===== src/rtl/dstk_ctrl_if.sv =====
// Interfaces of the data-stack controller: the decoder-facing command port
// and the stack bus into the EBR stack memory (stk_io).

interface dstk_cmd_if #(
  parameter int DSZ = 32,
  parameter int DW  = 7
);
  logic           cmd_vld;
  logic           cmd_rdy;
  logic [2:0]     cmd;
  logic [DSZ-1:0] din;
  logic [DSZ-1:0] tos;
  logic [DSZ-1:0] nos;
  logic [DW-1:0]  depth;
  logic           empty;
  logic           full;
  logic           err;

  modport master (
    output cmd_vld, cmd, din,
    input  cmd_rdy, tos, nos, depth, empty, full, err
  );

  modport slave (
    input  cmd_vld, cmd, din,
    output cmd_rdy, tos, nos, depth, empty, full, err
  );
endinterface

interface dstk_bus_if #(
  parameter int DSZ = 32
);
  logic [1:0]     s_op;
  logic           s_en;
  logic [DSZ-1:0] s_vi;
  logic [DSZ-1:0] s_vo;

  modport master (
    output s_op, s_en, s_vi,
    input  s_vo
  );

  modport slave (
    input  s_op, s_en, s_vi,
    output s_vo
  );
endinterface


===== src/rtl/dstk_ctrl.sv =====
// Data-stack controller: TOS/NOS cached in registers, deeper entries spill
// to / fill from the stack memory. Define DSTK_GUARD_EN for under/overflow guarding.

module dstk_ctrl #(
  parameter int DEPTH = 64,
  parameter int DSZ   = 32,
  parameter int DW    = $clog2(DEPTH + 3)
) (
  input  logic       clk,
  input  logic       rst,
  dstk_cmd_if.slave  c,
  dstk_bus_if.master b
);

  typedef enum logic [2:0] {
    CMD_NOP  = 3'd0,
    CMD_PUSH = 3'd1,
    CMD_DROP = 3'd2,
    CMD_DUP  = 3'd3,
    CMD_SWAP = 3'd4,
    CMD_OVER = 3'd5,
    CMD_ROT  = 3'd6,
    CMD_REPL = 3'd7
  } cmd_e;

  typedef enum logic [1:0] {
    OP_PUSH = 2'd0,
    OP_POP  = 2'd1,
    OP_READ = 2'd2
  } sop_e;

  typedef enum logic {
    ST_IDLE = 1'b0,
    ST_FILL = 1'b1
  } state_e;

  localparam logic [DW-1:0] D_FULL  = DW'(DEPTH + 2);
  localparam logic [DW-1:0] D_ONE   = DW'(1);
  localparam logic [DW-1:0] D_TWO   = DW'(2);
  localparam logic [DW-1:0] D_THREE = DW'(3);

  state_e         state, state_nxt;
  logic [DSZ-1:0] tos, tos_nxt;
  logic [DSZ-1:0] nos, nos_nxt;
  logic [DW-1:0]  depth, depth_nxt;
  logic [DW-1:0]  depth_inc, depth_dec;
  logic           rot_pend, rot_pend_nxt;  // FILL completes a ROT, not a DROP

  sop_e           s_op;
  logic           s_en;
  logic [DSZ-1:0] s_vi;

  cmd_e           op;
  logic           go;
  logic           grows;
  logic           suppress;

  assign op        = cmd_e'(c.cmd);
  assign go        = c.cmd_vld && (state == ST_IDLE);
  assign grows     = (op == CMD_PUSH) || (op == CMD_DUP) || (op == CMD_OVER);
  assign depth_inc = (depth == D_FULL) ? depth : depth + D_ONE;
  assign depth_dec = (depth == '0)     ? depth : depth - D_ONE;

`ifdef DSTK_GUARD_EN
  logic [DW-1:0] min_depth;
  logic          err_q;

  always_comb begin
    min_depth = '0;
    case (op)
      CMD_DROP, CMD_REPL: min_depth = D_ONE;
      CMD_SWAP, CMD_OVER: min_depth = D_TWO;
      CMD_ROT:            min_depth = D_THREE;
      default:            min_depth = '0;
    endcase
  end

  // A bad command is still accepted so the core never stalls on it.
  assign suppress = (depth < min_depth) || (grows && (depth == D_FULL));

  always_ff @(posedge clk) begin
    if (rst) err_q <= 1'b0;
    else     err_q <= go && suppress;
  end

  assign c.err = err_q;
`else
  assign suppress = 1'b0;
  assign c.err    = 1'b0;
`endif

  always_comb begin
    // NOTE: every output of this block gets a default first; a path that
    // leaves one unassigned would infer a latch.
    state_nxt    = state;
    tos_nxt      = tos;
    nos_nxt      = nos;
    depth_nxt    = depth;
    rot_pend_nxt = rot_pend;
    s_op         = OP_READ;
    s_en         = 1'b0;
    s_vi         = '0;

    case (state)
      ST_IDLE: begin
        if (go && !suppress) begin
          // Once both cache registers hold live data, growing pushes NOS out.
          if (grows && (depth >= D_TWO)) begin
            s_op = OP_PUSH;
            s_en = 1'b1;
            s_vi = nos;
          end

          case (op)
            CMD_PUSH: begin
              nos_nxt   = tos;
              tos_nxt   = c.din;
              depth_nxt = depth_inc;
            end
            CMD_DUP: begin
              nos_nxt   = tos;
              depth_nxt = depth_inc;
            end
            CMD_OVER: begin
              nos_nxt   = tos;
              tos_nxt   = nos;
              depth_nxt = depth_inc;
            end
            CMD_SWAP: begin
              tos_nxt = nos;
              nos_nxt = tos;
            end
            CMD_REPL: begin
              tos_nxt = c.din;
            end
            CMD_DROP: begin
              tos_nxt = nos;
              if (depth >= D_THREE) begin
                s_op         = OP_POP;
                s_en         = 1'b1;
                state_nxt    = ST_FILL;
                rot_pend_nxt = 1'b0;
              end else begin
                depth_nxt = depth_dec;
              end
            end
            CMD_ROT: begin
              s_op         = OP_POP;
              s_en         = 1'b1;
              state_nxt    = ST_FILL;
              rot_pend_nxt = 1'b1;
            end
            default: ;
          endcase
        end
      end

      ST_FILL: begin
        state_nxt = ST_IDLE;
        if (rot_pend) begin
          // The re-push of b and the sample of a share this edge; s_vo still
          // holds the popped value until the memory sees the push.
          s_op    = OP_PUSH;
          s_en    = 1'b1;
          s_vi    = nos;
          tos_nxt = b.s_vo;
          nos_nxt = tos;
        end else begin
          nos_nxt   = b.s_vo;
          depth_nxt = depth_dec;
        end
      end

      default: state_nxt = ST_IDLE;
    endcase
  end

  always_ff @(posedge clk) begin
    // NOTE: sequential state uses non-blocking assignments so every register
    // samples pre-edge values regardless of statement order.
    if (rst) begin
      state    <= ST_IDLE;
      tos      <= '0;
      nos      <= '0;
      depth    <= '0;
      rot_pend <= 1'b0;
    end else begin
      state    <= state_nxt;
      tos      <= tos_nxt;
      nos      <= nos_nxt;
      depth    <= depth_nxt;
      rot_pend <= rot_pend_nxt;
    end
  end

  assign c.cmd_rdy = (state == ST_IDLE);
  assign c.tos     = tos;
  assign c.nos     = nos;
  assign c.depth   = depth;
  assign c.empty   = (depth == '0);
  assign c.full    = (depth == D_FULL);

  // The stack memory shares rst; keep the bus quiet while it is held.
  assign b.s_op = rst ? OP_READ : s_op;
  assign b.s_en = s_en && !rst;
  assign b.s_vi = rst ? '0 : s_vi;

endmodule


===== src/flat_wrapper.sv =====
// flat-port wrapper written by rule: the top's interface ports become plain ports
module dstk_ctrl_flat 
#(
  parameter int DEPTH = 64,
  parameter int DSZ   = 32,
  parameter int DW    = $clog2(DEPTH + 3)
)
  (clk, rst, c_cmd_vld, c_cmd, c_din, c_cmd_rdy, c_tos, c_nos, c_depth, c_empty, c_full, c_err, b_s_op, b_s_en, b_s_vi, b_s_vo);
  dstk_cmd_if #(.DSZ(DSZ), .DW(DW)) c_i ();
  dstk_bus_if #(.DSZ(DSZ)) b_i ();
  input  logic clk;
  input  logic rst;
  input wire logic [$bits(c_i.cmd_vld)-1:0] c_cmd_vld;
  input wire logic [$bits(c_i.cmd)-1:0] c_cmd;
  input wire logic [$bits(c_i.din)-1:0] c_din;
  output wire logic [$bits(c_i.cmd_rdy)-1:0] c_cmd_rdy;
  output wire logic [$bits(c_i.tos)-1:0] c_tos;
  output wire logic [$bits(c_i.nos)-1:0] c_nos;
  output wire logic [$bits(c_i.depth)-1:0] c_depth;
  output wire logic [$bits(c_i.empty)-1:0] c_empty;
  output wire logic [$bits(c_i.full)-1:0] c_full;
  output wire logic [$bits(c_i.err)-1:0] c_err;
  output wire logic [$bits(b_i.s_op)-1:0] b_s_op;
  output wire logic [$bits(b_i.s_en)-1:0] b_s_en;
  output wire logic [$bits(b_i.s_vi)-1:0] b_s_vi;
  input wire logic [$bits(b_i.s_vo)-1:0] b_s_vo;
  assign c_i.cmd_vld = c_cmd_vld;
  assign c_i.cmd = c_cmd;
  assign c_i.din = c_din;
  assign c_cmd_rdy = c_i.cmd_rdy;
  assign c_tos = c_i.tos;
  assign c_nos = c_i.nos;
  assign c_depth = c_i.depth;
  assign c_empty = c_i.empty;
  assign c_full = c_i.full;
  assign c_err = c_i.err;
  assign b_s_op = b_i.s_op;
  assign b_s_en = b_i.s_en;
  assign b_s_vi = b_i.s_vi;
  assign b_i.s_vo = b_s_vo;
  dstk_ctrl #(.DEPTH(DEPTH), .DSZ(DSZ), .DW(DW)) u_core (.clk(clk), .rst(rst), .c(c_i), .b(b_i));
endmodule

===== config.mk =====
export PLATFORM = sky130hd
export DESIGN_NAME = dstk_ctrl_flat
export DESIGN_NICKNAME = d
export VERILOG_FILES = /design/src/rtl/dstk_ctrl_if.sv /design/src/rtl/dstk_ctrl.sv /design/src/flat_wrapper.sv
export SDC_FILE = /design/constraint.sdc
export NUM_CORES = 1
export LEC_CHECK = 0
export BUFFER_PORTS_ARGS = -buffer_cell sky130_fd_sc_hd__buf_2
export CAP_MARGIN = 20
export CORE_UTILIZATION = 52
export DETAILED_ROUTE_END_ITERATION = 8
export PLACE_DENSITY = 0.86
export SLEW_MARGIN = 20
export SYNTH_ARGS = -nofsm -noshare
export SYNTH_HDL_FRONTEND = slang
export SYNTH_SLANG_ARGS = --single-unit

===== constraint.sdc =====
create_clock -name clk -period 5 [get_ports clk]
set_input_delay 1.5 -clock clk [delete_from_list [all_inputs] [get_ports clk]]
set_output_delay 1.5 -clock clk [all_outputs]
set_load 0.005 [all_outputs]

* Word level (Yosys, flattened, before mapping)
Cells that the tools add are included. W data, S select, Z words.
Cells by class: eq/ne operators 17, reduce and logical (&&, ||, !) cells 16, bitwise operators 1, order comparisons 2, mux-type cells 39, add/subtract/negate cells 2
Operators with widths (number):
- $mux W32 | 9
- $pmux W32 S2 | 4
- $mux W7 | 5
- $pmux W7 S2 | 2
- $ge A7 B2 Y1 const B | 2
- $eq A3 B3 Y1 const B | 4
- $mux W2 | 5
- $pmux W1 S2 | 5
- $ne A3 B3 Y1 const B | 3
- $pmux W2 S2 | 2
- $add A7 B1 Y7 const B | 1
- $eq A7 B7 Y1 const B | 1
- $logic_not A7 Y1 | 1
- $mux W1 | 7
- $sub A7 B1 Y7 const B | 1
- $eq A3 B2 Y1 const B | 2
- $ne A2 B2 Y1 const B | 3
- $reduce_or A3 Y1 | 2
- $reduce_and A5 Y1 | 1
- $ne A2 B1 Y1 const B | 2
- $reduce_and A4 Y1 | 1
- $reduce_or A4 Y1 | 1
- $eq A3 B1 Y1 const B | 1
- $logic_and A1 B1 Y1 | 3
- other kinds (8) | 9
Storage, ports and cells: bits of input ports 70, output and inout bits 110, word-level logic and storage cells 82, flip-flop bits (word level) 73

* Longest topological paths before layout
Gate-level depths: netlist (run 1).
depth in word-level cells 10, depth in mapped cells 8, mapped depth without buffers 7

* Worst setup path after synthesis (run 1)
No wires, ideal clock.
path type input port to output port, start input port c_cmd[2], end output port b_s_vi[10], path slack 1.004 ns, buffers on the path 2, arrival 2.496 ns, required time 3.500 ns, stages on the path 6, cells stage by stage buf_2 > a21boi_0 > nand3_2 > a21oi_4 > buf_6 > and2_4
On the way: word-level cells in the longest chain between the ends 8, elaborated cells between the ends (all ways) 10, those cells by class eq/ne (3); mux (4); reduce/logical (3)
RTL lines:
- from (decl) | RTL line flat_wrapper.sv:14 | input wire logic [$bits(c_i.cmd)-1:0] c_cmd;
- $eq A3 B1 Y1 or $eq A3 B2 Y1 (tied branches) | RTL line dstk_ctrl.sv:60 | assign grows = (op == CMD_PUSH) || (op == CMD_DUP) || (op == CMD_OVER);
- $logic_or A1 B1 Y1 | RTL line dstk_ctrl.sv:60
- $logic_or A1 B1 Y1 * | RTL line dstk_ctrl.sv:60
- $logic_and A1 B1 Y1 * | RTL line dstk_ctrl.sv:108 | if (grows && (depth >= D_TWO)) begin
- $mux W32 * | RTL line dstk_ctrl.sv:108
- $mux W32 * | RTL line dstk_ctrl.sv:106 | if (go && !suppress) begin
- $pmux W32 S2 * | RTL line dstk_ctrl.sv:104 | case (state)
- $mux W32 * | RTL line dstk_ctrl.sv:206 | assign b.s_vi = rst ? '0 : s_vi;
- to (decl) | RTL line flat_wrapper.sv:25 | output wire logic [$bits(b_i.s_vi)-1:0] b_s_vi;
Mark *: on every way between the ends. The rest lies on a longest branch, timed or not.

* Worst setup path after layout (run 1)
start input port c_cmd_vld, end output port b_s_vi[15]
On the way: word-level cells in the longest chain between the ends 4
RTL lines:
- from (decl) | RTL line flat_wrapper.sv:13 | input wire logic [$bits(c_i.cmd_vld)-1:0] c_cmd_vld;
- $logic_and A1 B1 Y1 | RTL line dstk_ctrl.sv:59 | assign go = c.cmd_vld && (state == ST_IDLE);
- $mux W32 | RTL line dstk_ctrl.sv:106
- $pmux W32 S2 | RTL line dstk_ctrl.sv:104
- $mux W32 | RTL line dstk_ctrl.sv:206
Every way passes these cells.

==> flow_metrics.py, run 1 <==
metrics = {
    "worst_setup_path": {
        "required_ns": 3.50,
        "r2r_slack_ns": 2.41,
        "slowest_stage": "nor2b_1",
        "cpMostUsedCell": "buf_2",
        "worst_setup_path_start_kind": "input port",
        "critPathArrivalTime_ns": 2.85,
        "critPathKind": "in -> out",
        "path_cells": "buf_2 > nor2b_1 > nand3_2 > a21oi_4 > buf_4 > and2_4 > buf_2",
        "crit_fanout": 20,
        "worst_path_largest_cell_delay_ns": 0.37,
        "endpoint_kind": "primary output",
    },
    "drt": {
        "wirelength_um": 12280,
        "first_pass_iters": 4,
        "drc": 0,
        "wl_per_cell_um": 16.48,
        "drtIter0Drc": 190,
        "vias": 4287,
        "ant_nets": 0,
        "via_per_inst": 5.754,
    },
    "clocking": {
        "htree_levels": 3,
        "cts_tree": "yes",
        "clockRootBuffer": "clkbuf_8",
        "cts_buffers": 9,
        "cts_hold_buffers": 0,
        "cts_resized": 0,
        "clk_pin_slew_ns": 0.07,
        "cts_setup_buffers": 0,
        "clk_latency_ns": 0.34,
        "clockBufferDepth": 2,
        "clock_sinks": 73,
    },
    "sta": {
        "final_max_slew_viol_count": 0,
        "worst_pin_slew_ns": 0.7913,
        "max_freq_mhz": 229.9,
        "relSlewSlack": 0.4713,
        "clock_skew_ns": 0.01125,
        "rsz0062_at_grt": "no",
        "timing.final.crit_share": 0.8701,
        "period_minus_slack_ns": 4.350,
        "worst_hold_slack_ns": 0.5131,
        "hold_viol": 0,
        "finalSetupViolCount": 0,
        "setup_tns_ns": 0,
    },
    "floorplanning": {
        "ioPinCount": 180,
        "start_util": 0.5419,
        "rows": 32,
        "core_um2": 7767,
        "die_area_um2": 8458,
        "dieWidth_um": 91.97,
        "die_h_um": 91.97,
    },
    "layout": {
        "area_delta_synth_final_pct": 26.93,
        "final_cells": 745,
        "n_antenna_cell": 0,
        "layout_commonest_cell": "buf_2",
        "drive_gt1_frac": 0.3733,
        "nNetsFinal": 712,
        "fill_cells": 669,
        "mostFrequentLayoutCells": "178 x buf_2, 72 x dfxtp_1, 64 x mux2i_1",
    },
    "place": {
        "gp_congestion": 0.9081,
        "dp_cells": 729,
        "io_buffers": 178,
        "dp.final_hpwl_um": 8645,
    },
    "grt": {
        "grt_pass1_vias": 4017,
        "overflow": 0,
        "grtUsageTotal": 0.2852,
        "grt_max_degree": 65,
        "antenna_found_initial": 0,
        "grt_pass1_wl_um": 19350,
    },
    "power": {
        "power_density_nw_per_um2": 278.0,
        "leakagePower_nw": 2.546,
        "ir_worst_vdd_mv": 0.1522,
    },
    "flow_run": {
        "drv_cap": 0,
    },
    "synthesis": {
        "seq_area_frac_synth": 0.3472,
        "ys_types": 51,
        "synth.area.top_cells": "dfxtp_1 35%, mux2i_1 15%, a22o_1 6.9%",
        "netlist.area_leader.share": 0.3472,
        "netlist_area_um2": 4209,
        "avgSynthCellArea_um2": 8.751,
        "async_reset_ff_frac": 0,
        "ys_seq_elements": 73,
        "synth_cells": 481,
        "synth_nets": 555,
        "yosysWarnings": 0,
        "netlist.top_cell.by_area": "dfxtp_1",
        "synth_edf_count": 0,
        "yosys_most_used_dff": "dfxtp_1",
    },
    "status": {
        "status": "finished, final reports clean",
    },
    "hold_path": {
        "hold_class": "reg -> reg",
    },
}
metal layers:
metal | GRT usage | routed length, µm | up-vias
li1 | - | - | 2055
met1 | 0.3647 | 5270 | 2033
met2 | 0.4733 | 6044 | 181
met3 | 0.05141 | 741 | 18
met4 | 0.1159 | 223 | 0
met5 | 0 | 0 | -
cell usage after synthesis (all sizes together), types with 3 or more instances:
cell     n
ha       4
buf     21
nand3    6
dfxtp   73
nor2b    7
nor2    44
a311oi   3
o22ai    3
a22o    33
nor3     3
inv      8
and2    35
mux2i   64
nand2   43
or3      3
o21ai   37
o211ai   4
clkbuf  19
a21oi    7
a211oi  32
worst paths after layout:
kind / start / end / depth (start not counted)
max: c_cmd_vld / b_s_vi[15] / 7
min: u_core.c.tos[24] / u_core.c.tos[24] / 1
max reg2reg: u_core.state / u_core.c.depth[0] / 5
min reg2reg: u_core.c.tos[24] / u_core.c.tos[24] / 1
layout make-up:
type,count,area (µm²),area share
Multi-Input combinational cell,359,2550,0.4773
Sequential cell,73,1463,0.2738
Timing Repair Buffer,186,950.9,0.1780
Clock buffer,10,127.6,0.02389
Tap cell,102,127.6,0.02389
Clock inverter,6,90.09,0.01686
Inverter,9,33.78,0.006323
power by group:
group	switching [mW]	leakage, nW	internal, mW
Sequential	0.0451	0.598	0.624
Clock	0.232	0.107	0.283
Combinational	0.163	1.84	0.138
through the flow:
stage | power (mW) | utilization | setup slack (ns) | instance area (µm²)
floorplan | 0.8564 | - | 1.004 | 4209
global placement | 0.9675 | 0.6591 | 0.7748 | 5120
detailed placement | 0.9798 | 0.6591 | 0.6724 | 5120
CTS | 1.490 | 0.6872 | 0.6631 | 5338
global route | 1.553 | 0.6878 | 0.5296 | 5343
finish | 1.485 | 0.6878 | 0.6496 | 5343
critical path, delay by kind of cell:
family | cells | cell delay, ns
buffers and inverters | 3 | 0.48
AND/OR/NAND/NOR | 3 | 0.70
AO/OA/AOI/OAI | 1 | 0.15
logic make-up (layout without fill, tap and decap cells):
logic type      after synthesis  count (layout)  synth area share
buf+inv                      49             211           0.05380
fa+ha+maj                     4               4           0.01189
other cells                   1               1         0.0008909
flops                        73              73            0.3472
compound gates              139             139            0.2399
mux                          65              65            0.1549
simple gates                149             149            0.1894
xor+xnor                      1               1          0.002081
registers in the layout (all words and copies together) (netlist names):
register / cells
u_core.rot_pend: 1
u_core.state: 1
u_core.c.tos: 32
u_core.c.depth: 7
u_core.c.nos: 32
No activity file was read; power rests on OpenSTA's default activity.
==> run 2: changes to the inputs <==
--- a/config.mk
+++ b/config.mk
@@ -6,7 +6,7 @@
 export NUM_CORES = 1
 export LEC_CHECK = 0
 export BUFFER_PORTS_ARGS = -buffer_cell sky130_fd_sc_hd__buf_2
-export CAP_MARGIN = 20
+export CAP_MARGIN = 0
 export CORE_UTILIZATION = 52
 export DETAILED_ROUTE_END_ITERATION = 8
 export PLACE_DENSITY = 0.86
==> constraint.sdc (replaced) <==
create_clock -name clk -period 5.5 [get_ports clk]
set_input_delay 1.65 -clock clk [delete_from_list [all_inputs] [get_ports clk]]
set_output_delay 1.65 -clock clk [all_outputs]
set_load 0.005 [all_outputs]
==> flow_metrics.py, run 2 (same netlist as run 1, synthesis figures left out) <==
metrics = {
    "sta": {
        "worst_pin_slew_ns": 0.7755,
        "finalSetupViolCount": 0,
        "hold_viol": 0,
        "setup_tns_ns": 0,
        "timing.final.crit_share": 0.9063,
        "final_max_slew_viol_count": 0,
        "fin_ws_ns": 0.5152,
        "relSlewSlack": 0.4819,
        "clock_skew_ns": 0.01111,
        "period_minus_slack_ns": 4.985,
        "max_freq_mhz": 200.6,
        "rsz0062_at_grt": "no",
    },
    "worst_setup_path": {
        "worst_path_largest_cell_delay_ns": 0.42,
        "startpoint": "c_cmd[2]",
        "timing.rr.end": "u_core.c.nos[10]",
        "critPathArrivalTime_ns": 3.33,
        "endpoint_kind": "primary output",
        "cpMostUsedCell": "buf_2",
        "reg2regPathDepth": 5,
        "critPathKind": "in -> out",
        "r2r_start": "u_core.state",
        "required_ns": 3.85,
        "path_cells": "buf_2 > a21boi_0 > nand3_2 > a21oi_4 > buf_4 > and2_4 > buf_2",
        "r2r_slack_ns": 3.04,
        "slowest_stage": "a21oi_4",
        "worst_setup_path_start_kind": "input port",
        "crit_buf_inv": 3,
        "crit_fanout": 20,
        "crit_family": "compound AO/OA/AOI/OAI gates",
    },
    "hold_path": {
        "min_from": "u_core.c.tos[3]",
        "min_to": "u_core.c.tos[3]",
        "whs_path_depth": 1,
        "hold_class": "reg -> reg",
    },
    "grt": {
        "grt_pass1_wl_um": 19820,
        "grtUsageTotal": 0.2908,
        "antenna_found_initial": 1,
        "grt_pass1_vias": 4060,
        "overflow": 0,
        "grt_max_degree": 65,
    },
    "floorplanning": {
        "start_util": 0.5419,
        "rows": 32,
        "ioPinCount": 180,
        "die_h_um": 91.97,
        "dieWidth_um": 91.97,
        "die_area_um2": 8458,
        "core_um2": 7767,
    },
    "drt": {
        "drc": 0,
        "vias": 4365,
        "wl_per_cell_um": 16.63,
        "highest_layer": "met4",
        "first_pass_iters": 5,
        "wl_met1_um": 5198,
        "drtIter0Drc": 255,
        "wirelength_um": 12370,
        "wl_met2_um": 6090,
        "via_per_inst": 5.867,
        "wl_met3_um": 849,
        "ant_nets": 0,
    },
    "status": {
        "status": "finished, final reports clean",
    },
    "clocking": {
        "clk_latency_ns": 0.33,
        "clk_pin_slew_ns": 0.07,
        "htree_levels": 3,
        "cts_buffers": 9,
        "cts_setup_buffers": 0,
        "clockBufferDepth": 2,
        "clockRootBuffer": "clkbuf_8",
        "cts_tree": "yes",
        "cts_resized": 0,
        "cts_hold_buffers": 0,
        "clock_sinks": 73,
    },
    "place": {
        "io_buffers": 178,
        "pre_cts_ws_ns": 0.5252,
        "gp_congestion": 0.9604,
        "dp.final_hpwl_um": 8579,
        "postPlaceCellArea_um2": 5112,
        "dp_cells": 728,
    },
    "layout": {
        "top_regs": "u_core.c.nos x32, u_core.c.tos x32, u_core.c.depth x7",
        "nNetsFinal": 711,
        "post-route-util": 0.6891,
        "final_cells": 744,
        "drive_gt1_frac": 0.3713,
        "area_delta_synth_final_pct": 27.17,
        "layout_commonest_cell": "buf_2",
        "fin_area_um2": 5353,
        "fill_cells": 615,
        "mostFrequentLayoutCells": "178 x buf_2, 72 x dfxtp_1, 64 x mux2i_1",
    },
    "power": {
        "power_frac_comb": 0.199,
        "ir_worst_vdd_mv": 0.1429,
        "p_seq_frac": 0.441,
        "p_switching_mw": 0.3867,
        "power_frac_clock": 0.360,
        "leakagePower_nw": 2.542,
        "power_density_nw_per_um2": 257.7,
        "switching_share": 0.2804,
        "p_int_mw": 0.9925,
    },
    "flow_run": {
        "drv_cap": 0,
    },
}
[run 2: layer usage]
layer / vias to the layer above / track usage
met4: 0 / 0.1120
met3: 21 / 0.05058
met2: 205 / 0.5000
li1: 2062 / -
met5: - / 0
met1: 2077 / 0.3613
[run 2: layout make-up]
cell class              count  area (µm²)  share of cell area
multi-input cells         359        2550              0.4764
clock buffers              10       127.6             0.02384
diodes                      1       2.502           0.0004675
well taps                 102       127.6             0.02384
flip-flops and latches     73        1463              0.2733
repair buffers            185       943.4              0.1763
clock inverters             5       105.1             0.01964
inverters                   9       33.78            0.006311
[run 2: how the worst max path moves through the flow]
stage | endpoint | cells after the start | slack, ns
finish | b_s_vi[21] | 7 | 0.52
detailed placement | b_s_vi[21] | 7 | 0.53
CTS | b_s_vi[21] | 7 | 0.52
global route | b_s_vi[21] | 7 | 0.42
global placement | b_s_vi[15] | 7 | 0.64
floorplan | b_s_vi[10] | 6 | 1.20
[run 2: power by group through the flow]
| stage | Sequential (mW) | Clock, mW | Combinational (mW) |
|---|---|---|---|
| 5_1_grt | 0.615 | 0.530 | 0.302 |
| 3_5_place_dp | 0.619 | 0 | 0.272 |
| 2_1_floorplan | 0.614 | 0 | 0.164 |
| 3_3_place_gp | 0.617 | 0 | 0.262 |
| 4_1_cts | 0.608 | 0.505 | 0.274 |
| 6_report | 0.608 | 0.497 | 0.274 |
[run 2: metrics by stage]
step                      power, mW  hold WS [ns]
after floorplan              0.7785        0.4851
final                         1.379        0.5012
after CTS                     1.386        0.5054
after global placement       0.8787        0.4826
after global routing          1.446        0.5229
after detailed placement     0.8911        0.4843
